--- src/rtl/uart_tx_fifo.sv ---
// uart_tx_fifo: UART transmitter with a small input FIFO, frame format fixed at elaboration
module uart_tx_fifo #(
  parameter int CLOCK_FREQ = 100_000_000,
  parameter int BAUD_RATE  = 115200,
  parameter int DATA_BITS  = 8,
  parameter int PARITY     = 0,
  parameter int STOP_BITS  = 1,
  parameter int FIFO_DEPTH = 4
) (
  input  logic                          clk,
  input  logic                          rst,
  input  logic [DATA_BITS-1:0]          in_data,
  input  logic                          in_valid,
  output logic                          in_ready,
  output logic                          tx,
  output logic                          busy,
  output logic                          frame_done,
  output logic [$clog2(FIFO_DEPTH):0]   fifo_count
);
  localparam int BAUD_COUNT = CLOCK_FREQ / BAUD_RATE;
  localparam int TW = $clog2(BAUD_COUNT);
  localparam int AW = $clog2(FIFO_DEPTH);
  localparam int BW = $clog2(DATA_BITS);
  localparam logic [2:0] S_IDLE = 3'd0, S_START = 3'd1, S_DATA = 3'd2, S_PARITY = 3'd3, S_STOP = 3'd4;
  logic [DATA_BITS-1:0] mem [FIFO_DEPTH];
  logic [AW-1:0] wr_ptr, rd_ptr;
  logic [AW:0] count;
  logic [2:0] state;
  logic [TW-1:0] timer;
  logic [BW-1:0] bit_cnt;
  logic [DATA_BITS-1:0] shift, head;
  logic par_bit, tick, push, pop;
  assign fifo_count = count;
  assign in_ready = count != (AW+1)'(FIFO_DEPTH);
  assign head = mem[rd_ptr];
  assign push = in_valid && in_ready;
  assign tick = timer == TW'(BAUD_COUNT - 1);
  // pop uses the pre-edge count, so a word never passes through in the cycle it arrives
  assign pop = count != '0 && (state == S_IDLE ||
               (state == S_STOP && tick && bit_cnt == BW'(STOP_BITS - 1)));
  always_ff @(posedge clk)
    if (push) mem[wr_ptr] <= in_data;
  always_ff @(posedge clk) begin
    if (rst) begin
      wr_ptr <= '0;
      rd_ptr <= '0;
      count <= '0;
      state <= S_IDLE;
      timer <= '0;
      bit_cnt <= '0;
      shift <= '0;
      par_bit <= 1'b0;
      tx <= 1'b1;
      busy <= 1'b0;
      frame_done <= 1'b0;
    end else begin
      frame_done <= 1'b0;
      if (push) wr_ptr <= wr_ptr + 1'b1;
      count <= count + {{AW{1'b0}}, push} - {{AW{1'b0}}, pop};
      if (state != S_IDLE) timer <= tick ? '0 : timer + 1'b1;
      case (state)
        S_START:
          if (tick) begin
            tx <= shift[0];
            shift <= shift >> 1;
            bit_cnt <= '0;
            state <= S_DATA;
          end
        S_DATA:
          if (tick) begin
            if (bit_cnt == BW'(DATA_BITS - 1)) begin
              tx <= PARITY != 0 ? par_bit : 1'b1;
              state <= PARITY != 0 ? S_PARITY : S_STOP;
              bit_cnt <= '0;
            end else begin
              tx <= shift[0];
              shift <= shift >> 1;
              bit_cnt <= bit_cnt + 1'b1;
            end
          end
        S_PARITY:
          if (tick) begin
            tx <= 1'b1;
            bit_cnt <= '0;
            state <= S_STOP;
          end
        S_STOP:
          if (tick) begin
            if (bit_cnt == BW'(STOP_BITS - 1)) begin
              frame_done <= 1'b1;
              busy <= 1'b0;
              state <= S_IDLE;
            end else bit_cnt <= bit_cnt + 1'b1;
          end
        default: begin
          tx <= 1'b1;
          busy <= 1'b0;
        end
      endcase
      // a pop overrides the IDLE/STOP outcome above and launches the next frame
      if (pop) begin
        rd_ptr <= rd_ptr + 1'b1;
        shift <= head;
        par_bit <= PARITY == 1 ? ~^head : ^head;
        tx <= 1'b0;
        busy <= 1'b1;
        timer <= '0;
        state <= S_START;
      end
    end
  end
endmodule
--- config.mk ---
export PLATFORM = sky130hd
export DESIGN_NAME = uart_tx_fifo
export DESIGN_NICKNAME = d
export VERILOG_FILES = /design/src/rtl/uart_tx_fifo.sv
export SDC_FILE = /design/constraint.sdc
export NUM_CORES = 1
export LEC_CHECK = 0
export CAP_MARGIN = 20
export CORE_MARGIN = 10
export CORE_UTILIZATION = 55
export DETAILED_ROUTE_END_ITERATION = 10
export PLACE_DENSITY = 0.74
export SYNTH_ARGS = -nofsm -noshare
export SYNTH_HDL_FRONTEND = slang
export SYNTH_SLANG_ARGS = --single-unit
--- constraint.sdc ---
create_clock -name clk -period 3 [get_ports clk]
set_input_delay 0.6 -clock clk [delete_from_list [all_inputs] [get_ports clk]]
set_output_delay 0.6 -clock clk [all_outputs]
set_load 0.02 [all_outputs]
After elaboration in Yosys (flattened, before gate mapping)

Memory sizes are Yosys's and may differ from the RTL's. A register that Yosys moved wholly into a read port is not among the register bits.
Cells that the tools add are included.

Input port bits: 11
Memories: 1
Logic and storage cells: 102
Output and inout bits: 7
Register bits: 34
Bits in writable memories: 32

Reductions and logical operators: 23
Add/subtract/negate cells: 6
Equality and inequality tests: 24
Bitwise operators: 2
Muxes and demuxes: 35

Memory list:

| name | words | width | rd ports | clocked after memory_dff | write ports | line | text |
|---|---|---|---|---|---|---|---|
| mem  | 4     | 8     | 1        | 1                        | 1           | 25   | `logic [DATA_BITS-1:0] mem [FIFO_DEPTH];` |

Operators with widths:

| cell                    | count |
|---|---|
| $mux W3                 | 11 |
| $mux W8                 | 4 |
| $ne A3 B3 Y1 const B    | 7 |
| $pmux W8 S2             | 1 |
| $ne A2 B2 Y1 const B    | 7 |
| $reduce_and A7 Y1       | 2 |
| $mux W1                 | 12 |
| $pmux W3 S4             | 1 |
| $reduce_bool A3 Y1      | 4 |
| $add A10 B1 Y10 const B | 1 |
| $eq A10 B10 Y1 const B  | 1 |
| $mux W10                | 1 |
| $pmux W3 S3             | 1 |
| $reduce_and A4 Y1       | 2 |
| $eq A3 B2 Y1 const B    | 2 |
| $eq A3 B3 Y1 const B    | 2 |
| $logic_not A3 Y1        | 2 |
| $ne A2 B1 Y1 const B    | 3 |
| $reduce_or A3 Y1        | 2 |
| $reduce_and A5 Y1       | 1 |
| $reduce_bool A5 Y1      | 1 |
| $add A2 B1 Y2 const B   | 2 |
| $logic_and A1 B1 Y1     | 4 |
| $mux W2                 | 2 |
| other kinds (12)        | 14 |

Logic depth before layout (Yosys ltp)

Gate-level depths: netlist of run 1.

Word-level depth: 7
Mapped depth: 12
Gate-level depth less buffers: 12

Worst setup path after synthesis of run 1

Ideal clock, no wire load.

Path type: flip-flop to flip-flop
From: register bit_cnt[0]
To: register count[1], in the netlist fifo_count[1]
Cell stages (with the launch flop): 12
Path slack: 0.662 ns
Data arrival time: 2.211 ns
Buffers on the path: 0
Path through: dfxtp_1 inv_1 ha_1 nor4bb_1 nand4_2 a21o_4 clkinv_4 ha_1 inv_1 ha_1 fa_1 nor2b_1

Longest elaborated chain between the ends: 5

Ends and longest elaborated chain:

| element                | line | text |
|---|---|---|
| start, declared        | 30   | `logic [BW-1:0] bit_cnt;` |
| start signal, assigned | 78   | `bit_cnt <= bit_cnt + 1'b1;` |
| start signal, assigned | 93   | `end else bit_cnt <= bit_cnt + 1'b1;` |
| $logic_not A3 Y1       | 40   | `(state == S_STOP && tick && bit_cnt == BW'(STOP_BITS - 1)));` |
| $logic_and A1 B1 Y1    | 40   |  |
| $logic_or A1 B1 Y1     | 39   | `assign pop = count != '0 && (state == S_IDLE \|\|` |
| $logic_and A1 B1 Y1    | 39   |  |
| $sub A3 B1 Y3          | 59   | `count <= count + {{AW{1'b0}}, push} - {{AW{1'b0}}, pop};` |
| end signal, assigned   | 59   |  |
| end, declared          | 27   | `logic [AW:0] count;` |

No other way between the ends.
A chain may end at the register's enable or synchronous reset.

Final worst setup path of run 1

Same ends and word-level chain as after synthesis.

==> out/metrics.csv, run 1 <==
stage,metric,value,unit
floorplanning,die height,94.7,um
floorplanning,DIE WIDTH,94.7,um
clock_network,cts bufs inserted,9,
grt,gr busiest metal,met2,
yosys,Synth Area in Adders,4.73,%
drt,final wirelength,5.22,mm
floorplanning,Starting Density,56.1,%
yosys,post-synthesis mux area share,7.22,%
floorplanning,I/O Pins,18,
clock_network,Max Buffers Root-to-Sink,2,
yosys,compound-cell area share of the yosys netlist,9.13,%
yosys,mean area per synthesized cell,12.1,um^2
drt,Residual DRC,0,
setup_path,Setup Crit Path Kind,flip-flop to flip-flop,
setup_path,Crit Path Max Fanout,17,
clock_network,Clk Tree Root Cell,clkbuf_8,
drt,TritonRoute pass-1 iters,4,
yosys,Synth Area in Simple Gates,16.6,%
setup_path,CP startpoint kind,flip-flop,
timing,Fin. Hold Viols,0,
job,Max-cap violations,0,
grt,global-route wire length before repair,9.30,mm
timing,period utilization,83.6,%
setup_path,Critical Path Sink Type,flip-flop,
grt,initial antenna violation count,0,
placed_design,HPWL after DPL,3.58,mm
yosys,post-synthesis register bit count,68,
floorplanning,Core Area,5470,um^2
yosys,"EDFF count, synth",32,
yosys,Synth warnings,0,
timing,worst clock skew,8.59,ps
power,PD cells,773,nW/um^2
hold_path,worst hold path type,flip-flop to flip-flop,
layout,post-layout net count,293,
timing,# setup viols final,0,
outcome,status,finished clean,
drt,vias per cell,5.50,
grt,vias in the first global route,1936,
drt,via count,1915,
timing,Pins Over Slew Limit,0,
layout,Area Growth Syn to Fin,13.0,%
clock_network,clk_lat worst skew,340,ps
clock_network,CTS tree,built,
placed_design,placed cell area,3280,um^2
floorplanning,die footprint,8970,um^2
layout,Antenna diodes,0,
yosys,Synth async-reset ratio,0,%
timing,Max-Slew Margin vs Limit,65.0,%
floorplanning,Placement Rows,27,
yosys,"Seq/Total Area, Yosys",54.8,%
hold_path,hold path startpoint,timer[1]$_SDFFE_PP0P_,
setup_path,crit path from,bit_cnt[0]$_SDFFE_PP0P_,
layout,Post-Layout Inst Area,3470,um^2
grt,met2 usage,18.7,%
drt,antenna-violating nets left,0,
yosys,largest family of logic cells by synthesized area,simple AND/OR/NAND/NOR gates,
drt,WL/cell,15.0,um
clock_network,Clock transition at path regs,70,ps
layout,layout cells sized above 1,15.2,%
placed_design,PortBufs,17,
timing,RSZ-0062 raised after global routing,no,
clock_network,CTS H-Tree Depth,3,
grt,met3 usage,4.20,%
timing,setup_tns,0,ps
power,worst-case vdd ir drop,0.433,mV
yosys,Post-Synthesis Cell Area,3070,um^2
clock_network,clock sink count,68,
timing,final critical-path required period,2510,ps
grt,Total GRT Usage,13.4,%
clock_network,hold_buf cts,0,
setup_path,worst reg2reg startpoint,bit_cnt[0]$_SDFFE_PP0P_,
yosys,Synth Area in XOR/XNOR,3.71,%
yosys,syn_nets,275,
placed_design,GPL Wtd Cong,0.774,
yosys,synth unique cells,54,
timing,slew at the pin with the worst max-slew slack,524,ps
timing,fmax,0.399,GHz
setup_path,Worst EP arrival,2740,ps
yosys,Post-synth top flop,dfxtp_1,
grt,largest net degree at the start of global routing,18,
power,Pleak,0.00124,uW
drt,initial DRC count,186,
setup_path,"Req. time, crit path",3230,ps
grt,met1 GRT Util,18.2,%
grt,total grt overflow,0,
clock_network,CTS resizes,0,
yosys,cells after synthesis,253,
clock_network,number of setup buffers added after CTS,0,
==> power breakdown <==
group          leakage, uW  switching [uW]  internal [uW]
clock            0.0000815             363            328
sequential        0.000587             133           1130
combinational     0.000568             364            360
==> synthesized netlist by cell type, types with 2 or more instances <==
| cell | instances | area share, % |
|---|---|---|
| dfxtp_1 | 36 | 23 |
| edfxtp_1 | 32 | 31 |
| nor2_1 | 30 | 3.7 |
| a21oi_1 | 14 | 2.3 |
| nand2_1 | 14 | 1.7 |
| inv_1 | 12 | 1.5 |
| ha_1 | 10 | 4.1 |
| mux4_2 | 8 | 5.9 |
| xnor2_1 | 7 | 2.0 |
| nor3b_1 | 6 | 1.5 |
| xor2_1 | 6 | 1.7 |
| a221o_1 | 5 | 1.6 |
| and3_1 | 5 | 1.0 |
| buf_2 | 5 | 0.82 |
| o21ai_0 | 5 | 0.82 |
| clkbuf_1 | 4 | 0.49 |
| nand4_1 | 4 | 0.82 |
| or3_1 | 4 | 0.82 |
| mux2i_1 | 3 | 0.98 |
| nand2b_1 | 3 | 0.61 |
| nor2b_1 | 3 | 0.61 |
| nor3_1 | 3 | 0.49 |
| a211oi_1 | 2 | 0.49 |
| nor4bb_1 | 2 | 0.65 |
==> through the flow <==
stage               total power, uW  setup WS, ps  util [%]  cells  hold WS, ps
floorplan                      1810           662         -    253          450
global placement               2000           470      60.0    332          470
detailed placement             2020           409      60.0    332          467
CTS                            2710           480      63.4    348          489
global route                   2870           309      63.4    348          523
finish                         2680           493      63.4    348          491
==> per-layer routing <==
metal,up-vias,routed length [um]
met5,-,0
met4,0,99
met3,8,217
met2,36,2310
met1,925,2590
li1,946,-
==> critical path, stage by stage (launching register included) <==
cell and delay, ps:
dfxtp_1 340, inv_1 60, ha_1 160, nor4bb_1 320, nand4_2 170, a21o_4 310, clkinv_4 90, ha_1 220
inv_1 50, ha_1 150, fa_1 400, nor2b_1 130
==> final timing paths <==
path,endpoint,slack (ps),depth (start not counted)
setup / recovery,fifo_count[1]$_SDFF_PP0_,490,11
hold / removal,timer[1]$_SDFFE_PP0P_,490,2
setup reg to reg,fifo_count[1]$_SDFF_PP0_,490,11
hold reg to reg,timer[1]$_SDFFE_PP0P_,490,2
==> cells by family (layout without fill, tap and decap cells) <==
family,after synthesis,in the layout
and+or+nand+nor,87,87
DFF,68,68
AOI/OAI and AO/OA,37,37
buffers and inverters,25,48
xor gates and xnor gates,13,13
muxes,12,12
adders and majority gates,11,11
==> flip-flops by register name, indices dropped and copies added, names as in the netlist, 2 cells and up, named ones only <==
register / cells
shift: 8
wr_ptr: 2
mem: 32
bit_cnt: 3
fifo_count: 3
timer: 10
rd_ptr: 2
state: 3
==> placed cells by master (no fill, tap or decap), drive strengths merged, types with 7 or more instances in the layout <==
cell type,instances
a21oi,14
clkbuf,10
clkdlybuf4s50,17
dfxtp,36
edfxtp,32
ha,10
inv,14
mux4,8
nand2,14
nor2,32
xnor2,7
==> cell type report <==
cell class / count / area (um^2)
clock buffers: 10 / 138
well taps: 72 / 90.1
clock inverters: 6 / 47.5
repair buffers: 19 / 185
inverters: 13 / 53.8
fillers: 476 / 2010
flip-flops and latches: 68 / 1680
multi-input cells: 160 / 1270
Power figures use the tool's default switching activity.
==> inputs of run 2 (changes only) <==
==> constraint.sdc (replaced) <==
create_clock -name clk -period 2.6 [get_ports clk]
set_input_delay 0.52 -clock clk [delete_from_list [all_inputs] [get_ports clk]]
set_output_delay 0.52 -clock clk [all_outputs]
set_load 0.02 [all_outputs]
==> run 2 against run 1 <==
Effect of this change: first-iteration DRC count down 31%; via count increased by 0.26%; clock skew shrank 2.9 ps; critical path depth stayed put; largest cell class unchanged; largest power group unchanged.
==> out/metrics.csv, run 2 (synthesis gave the netlist of run 1 again) <==
stage,metric,value,unit,change
timing,slew at the pin with the worst max-slew slack,486,ps,-37.9 ps
clock_network,Clk Tree Root Cell,clkbuf_8,,
drt,WL/cell,15.2,um,+1.6%
placed_design,HPWL after DPL,3.82,mm,+6.7%
setup_path,"Buf+Inv Stages, Crit Path",3,,unchanged
layout,Area Growth Syn to Fin,13.3,%,
clock_network,Max Buffers Root-to-Sink,2,,unchanged
hold_path,hold-critical path depth,1,,-1
timing,RSZ-0062 raised after global routing,no,,
drt,vias per cell,5.45,,-0.88%
layout,most frequent cells in the layout,"dfxtp_1, edfxtp_1, nor2_1",,
drt,TritonRoute pass-1 iters,4,,unchanged
setup_path,Worst Reg-to-Reg Cells,11,,unchanged
grt,total grt overflow,0,,unchanged
timing,fmax,0.407,GHz,+2.0%
placed_design,GPL Wtd Cong,0.771,,-0.31%
timing,Fin. Hold Viols,0,,unchanged
power,worst-case vdd ir drop,0.612,mV,+41%
grt,initial antenna violation count,0,,unchanged
floorplanning,die footprint,8970,um^2,unchanged
layout,"commonest non-fill, non-tap cell in the layout",dfxtp_1,,
floorplanning,I/O Pins,18,,unchanged
power,Pleak,0.00126,uW,+1.8%
setup_path,Crit-path slowest cell,fa_1,,
setup_path,crit path cell chain,inv_1 -> ha_1 -> nor4bb_1 -> nand4_2 -> a21o_4 -> clkinv_4 -> ha_1 -> inv_1 -> ha_1 -> fa_1 -> nor2b_1,,
setup_path,"slowest stage delay, CP",410,ps,about the same
setup_path,Setup Crit Path Kind,flip-flop to flip-flop,,
setup_path,Crit Path Max Fanout,4,,-13
floorplanning,Placement Rows,27,,unchanged
timing,period utilization,94.6,%,+11 points
timing,worst clock skew,5.71,ps,-2.88 ps
grt,largest net degree at the start of global routing,17,,-1
outcome,status,finished clean,,
layout,post-layout net count,297,,+1.4%
clock_network,CTS H-Tree Depth,3,,unchanged
clock_network,CTS resizes,0,,unchanged
setup_path,Worst EP arrival,2690,ps,-50 ps
layout,Final Non-Filler Cells,352,,+1.1%
setup_path,Critical Path Sink Type,flip-flop,,
clock_network,number of setup buffers added after CTS,0,,unchanged
clock_network,clk_lat worst skew,330,ps,about the same
placed_design,placed cell count,336,,+1.2%
power,Tot Pwr,3070,uW,+15%
job,Max-cap violations,0,,unchanged
layout,Largest regs,"mem: 32 flops, timer: 10 flops, shift: 8 flops",,
power,PD cells,884,nW/um^2,+14%
setup_path,"most used cell, CP",ha_1,,
clock_network,clock sink count,68,,unchanged
grt,Total GRT Usage,13.5,%,+0.10 points
timing,Pins Over Slew Limit,0,,unchanged
layout,max FFs per register,32,,unchanged
timing,# setup viols final,0,,unchanged
clock_network,Clock transition at path regs,70,ps,about the same
drt,antenna-violating nets left,0,,unchanged
clock_network,cts bufs inserted,9,,unchanged
timing,final critical-path required period,2460,ps,-48.3 ps
setup_path,CP startpoint kind,flip-flop,,
setup_path,cell depth of the worst setup path,11,,unchanged
floorplanning,Starting Density,56.1,%,unchanged
floorplanning,DIE WIDTH,94.7,um,unchanged
setup_path,"Req. time, crit path",2830,ps,-400 ps
setup_path,largest delay contributor family on the critical path,adder cells,,
layout,largest reg by FF count,mem,,
grt,global-route wire length before repair,9.43,mm,+1.3%
hold_path,worst hold path type,flip-flop to flip-flop,,
drt,initial DRC count,128,,-31%
layout,layout cells sized above 1,16.1,%,+0.85 points
clock_network,CTS tree,built,,
drt,final wirelength,5.36,mm,+2.7%
floorplanning,die height,94.7,um,unchanged
placed_design,PortBufs,17,,unchanged
drt,via count,1920,,+0.26%
layout,Antenna diodes,0,,unchanged
timing,setup_tns,0,ps,unchanged
drt,Residual DRC,0,,unchanged
floorplanning,Core Area,5470,um^2,unchanged
grt,vias in the first global route,1919,,-0.88%
clock_network,hold_buf cts,0,,unchanged
timing,Max-Slew Margin vs Limit,67.5,%,+2.5 points
-- run 2: cell count changes in the layout (fill, tap and decap cells not counted) --
cell | before | now
buf_4 | 2 | 6
clkbuf_8 | 10 | 9
clkinv_1 | 0 | 1
clkinv_2 | 0 | 3
clkinvlp_4 | 4 | 2
inv_6 | 2 | 1
-- run 2: cell type report --
type | instances | area [um^2]
fill | 440 | 1990
sequential | 68 | 1680
multi-input combinational | 160 | 1270
timing repair buffer | 23 | 215
clock buffer | 9 | 124
tap | 72 | 90.1
inverter | 13 | 53.8
clock inverter | 7 | 42.5
-- run 2: path summary, 6_finish.rpt --
kind / start / end / slack, ps
setup / recovery: bit_cnt[0]$_SDFFE_PP0P_ / fifo_count[1]$_SDFF_PP0_ / 140
hold / removal: shift[1]$_SDFFE_PP0P_ / shift[1]$_SDFFE_PP0P_ / 490
setup reg to reg: bit_cnt[0]$_SDFFE_PP0P_ / fifo_count[1]$_SDFF_PP0_ / 140
hold reg to reg: shift[1]$_SDFFE_PP0P_ / shift[1]$_SDFFE_PP0P_ / 490
-- run 2: layer usage --
metal,GRT usage (%),up-vias,routed length (um),part of all wire (%)
li1,-,955,-,-
met1,18.3,926,2620,49
met2,19.6,34,2460,46
met3,4.92,5,231,4.3
met4,4.11,0,48,0.90
met5,0,-,0,0
-- run 2: per-stage QoR --
stage / hold slack [ps] / setup WS [ps] / instance area, um^2 / utilization [%]
detailed placement: 474 / 102 / 3310 / 60.5
finish: 492 / 141 / 3480 / 63.6
global placement: 472 / 152 / 3310 / 60.5
global route: 529 / 7.38 / 3480 / 63.6
floorplan: 450 / 262 / 3070 / -
CTS: 494 / 122 / 3480 / 63.6
-- run 2: power breakdown --
| group | switching, uW | total [uW] | internal (uW) |
|---|---|---|---|
| sequential | 123 | 1430 | 1310 |
| clock | 394 | 734 | 340 |
| combinational | 463 | 909 | 446 |
| total | 980 | 3070 | 2090 |
==> inputs of run 3 (changes only) <==
--- a/config.mk
+++ b/config.mk
@@ -10,6 +10,7 @@
 export CORE_UTILIZATION = 55
 export DETAILED_ROUTE_END_ITERATION = 10
 export PLACE_DENSITY = 0.74
+export RECOVER_POWER = 100
 export SYNTH_ARGS = -nofsm -noshare
 export SYNTH_HDL_FRONTEND = slang
 export SYNTH_SLANG_ARGS = --single-unit
==> run 3 against run 2 <==
Effect of this change: combinational power decreased by 3.1%; count of clock-buffer cells in the layout unchanged; final cell count is the same; worst hold slack is essentially flat; via count shrank 1.3%; design area shrank 0.58%; sequential share of layout area is 0.28 points higher; setup slack worse by 7.6 ps; register-to-register slack about the same; non-clock buffer count unchanged; critical path type unchanged; critical endpoint unchanged.
==> out/metrics.csv, run 3 (synthesis gave the netlist of run 1 again) <==
stage,metric,value,unit,change
clock_network,clk_lat worst skew,330,ps,about the same
drt,initial DRC count,126,,-1.6%
power,Sw Pwr,975,uW,-0.51%
grt,Total GRT Usage,13.5,%,unchanged
grt,initial antenna violation count,0,,unchanged
setup_path,"most used cell, CP",ha_1,,
setup_path,slack of the worst reg-to-reg path,130,ps,about the same
timing,slew at the pin with the worst max-slew slack,765,ps,+278 ps
timing,# setup viols final,0,,unchanged
clock_network,CTS resizes,0,,unchanged
job,Max-cap violations,0,,unchanged
setup_path,Crit-path slowest cell,fa_1,,
grt,vias in the first global route,1919,,unchanged
clock_network,Max Buffers Root-to-Sink,2,,unchanged
placed_design,HPWL after DPL,3.82,mm,unchanged
timing,Max-Slew Margin vs Limit,49.0,%,-19 points
layout,"commonest non-fill, non-tap cell in the layout",dfxtp_1,,
timing,final critical-path required period,2470,ps,+7.61 ps
layout,Area Growth Syn to Fin,12.7,%,
floorplanning,I/O Pins,18,,unchanged
drt,vias per cell,5.39,,-1.2%
setup_path,CP startpoint kind,flip-flop,,
clock_network,Clock transition at path regs,70,ps,about the same
grt,global-route wire length before repair,9.43,mm,unchanged
placed_design,PortBufs,17,,unchanged
drt,WL/cell,15.2,um,about the same
drt,TritonRoute pass-1 iters,4,,unchanged
floorplanning,die footprint,8970,um^2,unchanged
placed_design,GPL Wtd Cong,0.771,,unchanged
timing,worst clock skew,5.69,ps,-0.0166 ps
drt,final wirelength,5.37,mm,about the same
floorplanning,Core Area,5470,um^2,unchanged
setup_path,Setup crit end,fifo_count[1]$_SDFF_PP0_,,
timing,period utilization,94.9,%,+0.29 points
setup_path,"Req. time, crit path",2830,ps,about the same
power,PD cells,880,nW/um^2,-0.40%
setup_path,Critical Path Sink Type,flip-flop,,
clock_network,CTS tree,built,,
timing,RSZ-0062 raised after global routing,no,,
setup_path,worst reg2reg startpoint,timer[0]$_SDFFE_PP0P_,,
layout,layout cells sized above 1,14.3,%,-1.8 points
setup_path,crit path cell chain,ha_1 -> and4bb_4 -> nand4_1 -> a21o_4 -> clkinv_4 -> ha_1 -> inv_1 -> ha_1 -> fa_1 -> nor2b_1,,
floorplanning,die height,94.7,um,unchanged
timing,final hold slack,491,ps,-0.498 ps
power,Clock power frac,24.1,%,+0.2 points
layout,largest reg by FF count,mem,,
clock_network,number of setup buffers added after CTS,0,,unchanged
power,worst-case vdd ir drop,0.591,mV,-3.4%
drt,antenna-violating nets left,0,,unchanged
drt,Residual DRC,0,,unchanged
hold_path,worst hold path type,flip-flop to flip-flop,,
floorplanning,Starting Density,56.1,%,unchanged
clock_network,clock sink count,68,,unchanged
setup_path,Worst Reg-to-Reg Cells,10,,-1
layout,max FFs per register,32,,unchanged
timing,Final WS setup,133,ps,-7.61 ps
setup_path,Worst EP arrival,2690,ps,about the same
power,Pleak,0.00125,uW,-0.72%
drt,via count,1896,,-1.3%
timing,fmax,0.405,GHz,-0.31%
layout,Largest regs,"mem: 32 flops, timer: 10 flops, shift: 8 flops",,
power,Sequential Power Share,47.0,%,+0.4 points
grt,total grt overflow,0,,unchanged
power,combinational share of power,28.9,%,-0.7 points
power,switch share,32.0,%,+0.15 points
floorplanning,Placement Rows,27,,unchanged
clock_network,cts bufs inserted,9,,unchanged
layout,most frequent cells in the layout,"dfxtp_1, edfxtp_1, nor2_1",,
clock_network,CTS H-Tree Depth,3,,unchanged
setup_path,worst reg2reg endpoint,fifo_count[1]$_SDFF_PP0_,,
outcome,status,finished clean,,
timing,Pins Over Slew Limit,0,,unchanged
layout,post-layout net count,297,,unchanged
placed_design,Setup Slack @ Placement,102,ps,unchanged
setup_path,Crit Path Max Fanout,4,,unchanged
setup_path,Setup Crit Path Kind,flip-flop to flip-flop,,
setup_path,"slowest stage delay, CP",410,ps,about the same
timing,setup_tns,0,ps,unchanged
layout,Antenna diodes,0,,unchanged
grt,largest net degree at the start of global routing,17,,unchanged
clock_network,Clk Tree Root Cell,clkbuf_8,,
timing,Fin. Hold Viols,0,,unchanged
setup_path,crit path from,timer[0]$_SDFFE_PP0P_,,
clock_network,hold_buf cts,0,,unchanged
floorplanning,DIE WIDTH,94.7,um,unchanged
power,Pint,2070,uW,-1.2%
==> run 3: final cells by class <==
class	count	area, um^2
clock buffers	9	124
clock inverters	7	42.5
fillers	445	2010
inverters	13	53.8
multi-input cells	160	1260
flip-flops and latches	68	1680
well taps	72	90.1
repair buffers	23	208
==> run 3: how the worst min path moves through the flow <==
stage / to / cells after the start / slack [ps] / startpoint
2_1_floorplan: shift[0]$_SDFFE_PP0P_ / 1 / 450 / shift[0]$_SDFFE_PP0P_
3_3_place_gp: bit_cnt[0]$_SDFFE_PP0P_ / 2 / 470 / bit_cnt[0]$_SDFFE_PP0P_
3_5_place_dp: shift[2]$_SDFFE_PP0P_ / 1 / 470 / shift[2]$_SDFFE_PP0P_
4_1_cts: shift[2]$_SDFFE_PP0P_ / 1 / 490 / shift[2]$_SDFFE_PP0P_
5_1_grt: shift[4]$_SDFFE_PP0P_ / 1 / 530 / shift[5]$_SDFFE_PP0P_
6_report: shift[1]$_SDFFE_PP0P_ / 1 / 490 / shift[1]$_SDFFE_PP0P_
==> run 3: through the flow <==
| stage | instances | power (uW) | utilization (%) | instance area (um^2) |
|---|---|---|---|---|
| after floorplan | 253 | 2090 | - | 3070 |
| after CTS | 352 | 3110 | 63.6 | 3480 |
| after detailed placement | 336 | 2370 | 60.5 | 3310 |
| final | 352 | 3040 | 63.2 | 3460 |
| after global placement | 336 | 2340 | 60.5 | 3310 |
| after global routing | 352 | 3250 | 63.2 | 3460 |
==> run 3: metal layers <==
| layer | global-route usage, % | vias up | routed length (um) |
|---|---|---|---|
| met1 | 18.3 | 900 | 2620 |
| met2 | 19.6 | 34 | 2450 |
| met4 | 4.11 | 0 | 48 |
| met3 | 4.92 | 5 | 252 |
| met5 | 0 | - | 0 |
| li1 | - | 957 | - |
==> run 3: power groups by stage <==
| stage | registers, uW | clock network, uW | logic [uW] |
|---|---|---|---|
| floorplan | 1440 | 0 | 652 |
| global placement | 1450 | 0 | 894 |
| detailed placement | 1460 | 0 | 915 |
| CTS | 1430 | 754 | 921 |
| global route | 1460 | 802 | 992 |
| finish | 1430 | 734 | 881 |
==> run 3: worst max-delay path: cells and delay by family, from the launching register on <==
family	cells	cell delay, ps
adder cells (fa/ha/maj)	4	1010
buffers and inverters	2	130
flip-flops	1	400
AND/OR/NAND/NOR	3	560
AO/OA/AOI/OAI	1	270
==> variant 1: new RTL, settings of run 2 <==
The parameter `PARITY` goes from 0 to 1.
--- a/src/rtl/uart_tx_fifo.sv
+++ b/src/rtl/uart_tx_fifo.sv
@@ -3,7 +3,7 @@
   parameter int CLOCK_FREQ = 100_000_000,
   parameter int BAUD_RATE  = 115200,
   parameter int DATA_BITS  = 8,
-  parameter int PARITY     = 0,
+  parameter int PARITY     = 1,
   parameter int STOP_BITS  = 1,
   parameter int FIFO_DEPTH = 4
 ) (
Formal check against the unedited RTL: no difference found for any inputs over 10 cycles, from zero or initial values and one cycle with rst high; that may be too few to reach the edited logic, so the function may still have changed.
==> variant 1 against run 2 <==
Synthesized area is 0.20% lower. Final cell count is 7.4% higher. Power is 11% higher. Largest power group unchanged. Critical path type unchanged. Largest cell class unchanged. Routed wire length is 5.5% higher. Worst setup slack worse by 0.20 ns. Clock power is 11% higher. Critical endpoint is now fifo_count[2]. Sequential cell count is 1 higher. Cell area is 6.4% higher. Non-clock buffer count is 19 higher. Sequential share of layout area is 2.1 points lower. Sequential power is 3% higher. Combinational power is 21% higher. The run now ends with negative setup slack left.
==> variant 1: results (changes against run 2) <==
Cells after DPL: 361 (was 336)
outcome: finished with violations (was complete, no violations)
first-pass GRT wire length: 9570 um (was 9430 um)
kind of cell adding the most delay to the critical path: simple AND/OR/NAND/NOR gates (was adder cells)
Layout Skew: 0.00711 ns (was 0.00571 ns)
synth top area cells: edfxtp_1 (31%), dfxtp_1 (24%), mux4_2 (5.9%) (was edfxtp_1 (31%), dfxtp_1 (23%), mux4_2 (5.9%))
vias in the first global route: 2,033 (was 1,919)
final setup vio count: 2 (was 0)
top post-synthesis cells by count: dfxtp_1 (37), edfxtp_1 (32), nor2_1 (29) (was dfxtp_1 (36), edfxtp_1 (32), nor2_1 (30))
net count after synthesis: 281 (was 275)
YS warnings: 0 (unchanged)
fraction of area in multi-input gates: 35.7% (was 36.5%)
Non-clock buffers, area share: 9.67% (was 6.19%)
Post-synth EDFFs: 32 (unchanged)
sequential cell area share: 46.2% (was 48.3%)
Total Nets Final: 322 (was 297)
largest net degree at the start of global routing: 23 (was 17)
Placer Congestion: 0.807 (was 0.771)
Unique masters post-synth: 44 (was 54)
Area after DPL: 3480 sq um (was 3310 sq um)
Worst VDD drop: 0.629 mV (was 0.612 mV)
worst skew pair latency: 0.35 ns (was 0.33 ns)
detail-routed via count per cell: 5.33 (was 5.45)
DR WL/cell: 15.0 um (was 15.2 um)
register bit total from synthesis: 69 (was 68)
filler cell count: 409 (was 440)
# clk buffers: 9 (unchanged)
Leak: 1.38 nW (was 1.26 nW)
Non-clk bufs: 42 (was 23)
share of post-route cells with drive strength above 1: 20.6% (was 16.1%)
Syn Inst Count: 260 (was 253)
hpwl dp: 4120 um (was 3820 um)
Slew @ Worst Pin: 0.615 ns (was 0.486 ns)
PnR worst setup slack: -0.0574 ns (was 0.141 ns)
Largest stage delay, worst path: 0.58 ns (was 0.41 ns)
Worst Path Arrival: 2.90 ns (was 2.69 ns)
Slowest cell on crit path: or4_4 (was fa_1)
clk cell area share: 5.04% (was 4.78%)
failing checks: negative setup slack
multi-input gates: 170 (was 160)
Inverters: 9 (was 13)
Non-Filler Instances: 378 (was 352)
DR iter-0 viols: 80 (was 128)
GRT Util Overall: 13.7% (was 13.5%)
Max FO, Critical Path: 3 (was 4)
-- variant 1: routing by layer --
metal	GRT usage, %	part of all wire, %	up-vias
met5	0	0	-
met4	5.61	1.5	0
met3	5.00	4.2	9
met2	20.8	48	34
met1	17.4	46	949
li1	-	-	1021
-- variant 1: path summary, 6_finish.rpt --
path | to | from | cells past startpoint | slack, ns
worst min-delay path | busy | busy | 2 | 0.48
worst max register to register | fifo_count[2] | timer[1] | 11 | -0.06
worst min register to register | busy | busy | 2 | 0.48
worst max-delay path | fifo_count[2] | timer[1] | 11 | -0.06
-- variant 1: repair_timing --
| item | in CTS | in global routing |
|---|---|---|
| endpoints found under the setup margin | 2 | 2 |
| pin swaps | 1 | 3 |
| gates resized for setup | 1 | 4 |
| setup buffers | 0 | 1 |
-- variant 1: logic make-up after synthesis --
group / share of synthesized area, %
muxes: 8.82
DFF: 55.6
xor gates and xnor gates: 6.01
and+or+nand+nor: 13.5
buffers and inverters: 2.70
adders and majority gates: 4.33
AOI/OAI and AO/OA: 9.11
-- variant 1: stage by stage --
step / setup TNS [ns] / utilization (%) / hold slack, ns
final: -0.0598 / 68.0 / 0.480
after global routing: -0.344 / 68.0 / 0.509
after CTS: -0.0901 / 67.6 / 0.482
after detailed placement: -0.0677 / 64.1 / 0.469
after global placement: -0.00365 / 64.1 / 0.468
after floorplan: -0.290 / - / 0.447
-- variant 1: report_power, final --
| group | switching (mW) | internal, mW | total [mW] | leakage, nW |
|---|---|---|---|---|
| logic | 0.547 | 0.555 | 1.10 | 0.688 |
| clock network | 0.447 | 0.365 | 0.812 | 0.0927 |
| registers | 0.152 | 1.33 | 1.48 | 0.598 |
==> variant 2: new RTL, flow settings as in run 2 <==
Without the edit above. Reset style: asynchronous (`rst`), changed in one clocked block.
--- a/src/rtl/uart_tx_fifo.sv
+++ b/src/rtl/uart_tx_fifo.sv
@@ -40,7 +40,7 @@
                (state == S_STOP && tick && bit_cnt == BW'(STOP_BITS - 1)));
   always_ff @(posedge clk)
     if (push) mem[wr_ptr] <= in_data;
-  always_ff @(posedge clk) begin
+  always_ff @(posedge clk or posedge rst) begin
     if (rst) begin
       wr_ptr <= '0;
       rd_ptr <= '0;
Formal check against the unedited RTL: differs if rst is asserted again (counterexample within 4 cycles, from zero or initial values and one cycle with rst high); with rst held inactive, the same outputs for 10 cycles.
==> variant 2 against run 2 <==
Routed wire length up 10%. Sequential cell count down 2. Worst setup slack worse by 0.030 ns. Synthesized area up 3.2%. Cell area up 5.2%. Critical path depth up 1. Final cell count down 0.28%. Critical path type unchanged. Highest routed layer unchanged.
Power is not compared: it rests on default switching activity, and its combinational part moved more than twofold at a synthesized area within 25%.
==> variant 2: results (changes against run 2) <==
outcome: complete, no violations (unchanged)
1st-pass router iterations: 4 (unchanged)
clock root cell: clkbuf_8 (unchanged)
dpl ws: 0.0778 ns (was 0.102 ns)
Layout Skew: 0.00936 ns (was 0.00571 ns)
Antenna diodes: 0 (unchanged)
hpwl dp: 4020 um (was 3820 um)
Hold Path Class: reg -> reg (unchanged)
DR iter-0 viols: 150 (was 128)
kind of cell adding the most delay to the critical path: adder cells (unchanged)
IO buf count: 17 (unchanged)
Total Nets Final: 296 (was 297)
post-synthesis sequential area ratio: 57.3% (was 54.8%)
Slowest cell on crit path: dfrtp_1 (was fa_1)
Largest regs: mem: 32 flops, timer: 10 flops, shift: 8 flops (unchanged)
filler cell count: 434 (was 440)
DR WL/cell: 16.8 um (was 15.2 um)
first-pass GRT wire length: 10,100 um (was 9430 um)
net count after synthesis: 266 (was 275)
share of post-route cells with drive strength above 1: 20.1% (was 16.1%)
top post-synthesis cells by count: dfrtp_1 (33), edfxtp_1 (32), o21ai_0 (22) (was dfxtp_1 (36), edfxtp_1 (32), nor2_1 (30))
clk buf depth: 2 (unchanged)
Worst Path Arrival: 2.72 ns (was 2.69 ns)
detail-routed via count per cell: 5.88 (was 5.45)
Post-synth ARST share: 51.5% (was 0%)
largest net degree at the start of global routing: 35 (was 17)
Slew @ Worst Pin: 0.622 ns (was 0.486 ns)
Max FO, Critical Path: 3 (was 4)
Worst VDD drop: 0.573 mV
Primary FF master, synth: dfrtp_1 (was dfxtp_1)
Post-synth EDFFs: 32 (unchanged)
YS warnings: 0 (unchanged)
Leak: 1.39 nW
vias in the first global route: 2,052 (was 1,919)
# Post-CTS Setup Buffers: 0 (unchanged)
synth top area cells: edfxtp_1 (30%), dfrtp_1 (26%), mux4_2 (5.7%) (was edfxtp_1 (31%), dfxtp_1 (23%), mux4_2 (5.9%))
Largest stage delay, worst path: 0.37 ns (was 0.41 ns)
clk slew on worst S/H paths: 0.08 ns
Unique masters post-synth: 53 (was 54)
GRT Util Overall: 14.3% (was 13.5%)
Num CTS Buffers: 9 (unchanged)
Placer Congestion: 0.816 (was 0.771)
CTS HTree Levels: 3 (unchanged)
worst skew pair latency: 0.34 ns
initial antenna violation count: 0 (unchanged)
==> variant 2: final timing paths <==
check                      cells after the start       start            end  slack [ns]
max in group asynchronous                      3         rst             tx        1.68
min                                            2          tx             tx        0.50
max                                           12  bit_cnt[0]  fifo_count[2]        0.11
min reg2reg                                    2          tx             tx        0.50
max reg2reg                                   12  bit_cnt[0]  fifo_count[2]        0.11
min in group asynchronous                      3         rst  fifo_count[0]        0.57
==> variant 2: logic make-up (layout without fill, tap and decap cells) <==
group	count (synthesis)	count (layout)	synth area share [%]
DFF	66	66	57.3
buffers and inverters	24	59	3.48
AOI/OAI and AO/OA	59	59	13.4
xor gates and xnor gates	11	11	3.28
adders and majority gates	11	11	4.58
and+or+nand+nor	64	64	11.9
muxes	9	9	6.04
==> variant 2: tightest hold or removal path: stages, from the launching register on <==
cell     delay, ns
dfstp_2       0.37
o21ai_0       0.06
a21oi_1       0.07
==> variant 2: report_power, final <==
group	switching, mW	internal, mW
registers	0.0587	1.25
logic	0.246	0.207
clock network	0.402	0.441
==> variant 2: final cells by class <==
| class | instances | area [sq um] | area share, % |
|---|---|---|---|
| tap | 72 | 90.1 | 2.46 |
| sequential | 66 | 1810 | 49.5 |
| timing repair buffer | 30 | 268 | 7.32 |
| clock buffer | 9 | 124 | 3.38 |
| multi-input combinational | 154 | 1250 | 34.1 |
| inverter | 13 | 48.8 | 1.33 |
| clock inverter | 7 | 68.8 | 1.88 |
==> variant 2: metal layers <==
layer	wire, um	vias to the layer above	global-route usage (%)
met2	2910	46	22.6
met5	0	-	0
met1	2680	1033	17.7
met4	110	0	8.23
li1	-	978	-
met3	204	8	3.42
==> variant 2: timing repair <==
| action | 4_1_cts | 5_1_grt |
|---|---|---|
| endpoints found under the setup margin | 0 | 1 |
| endpoints found under the hold margin | 0 | 0 |
| gates resized for setup | 0 | 2 |
==> variant 2: per-stage QoR <==
stage	cells	instance area [sq um]
floorplan	244	3170
CTS	351	3660
detailed placement	335	3460
global route	351	3660
finish	351	3660
global placement	335	3460
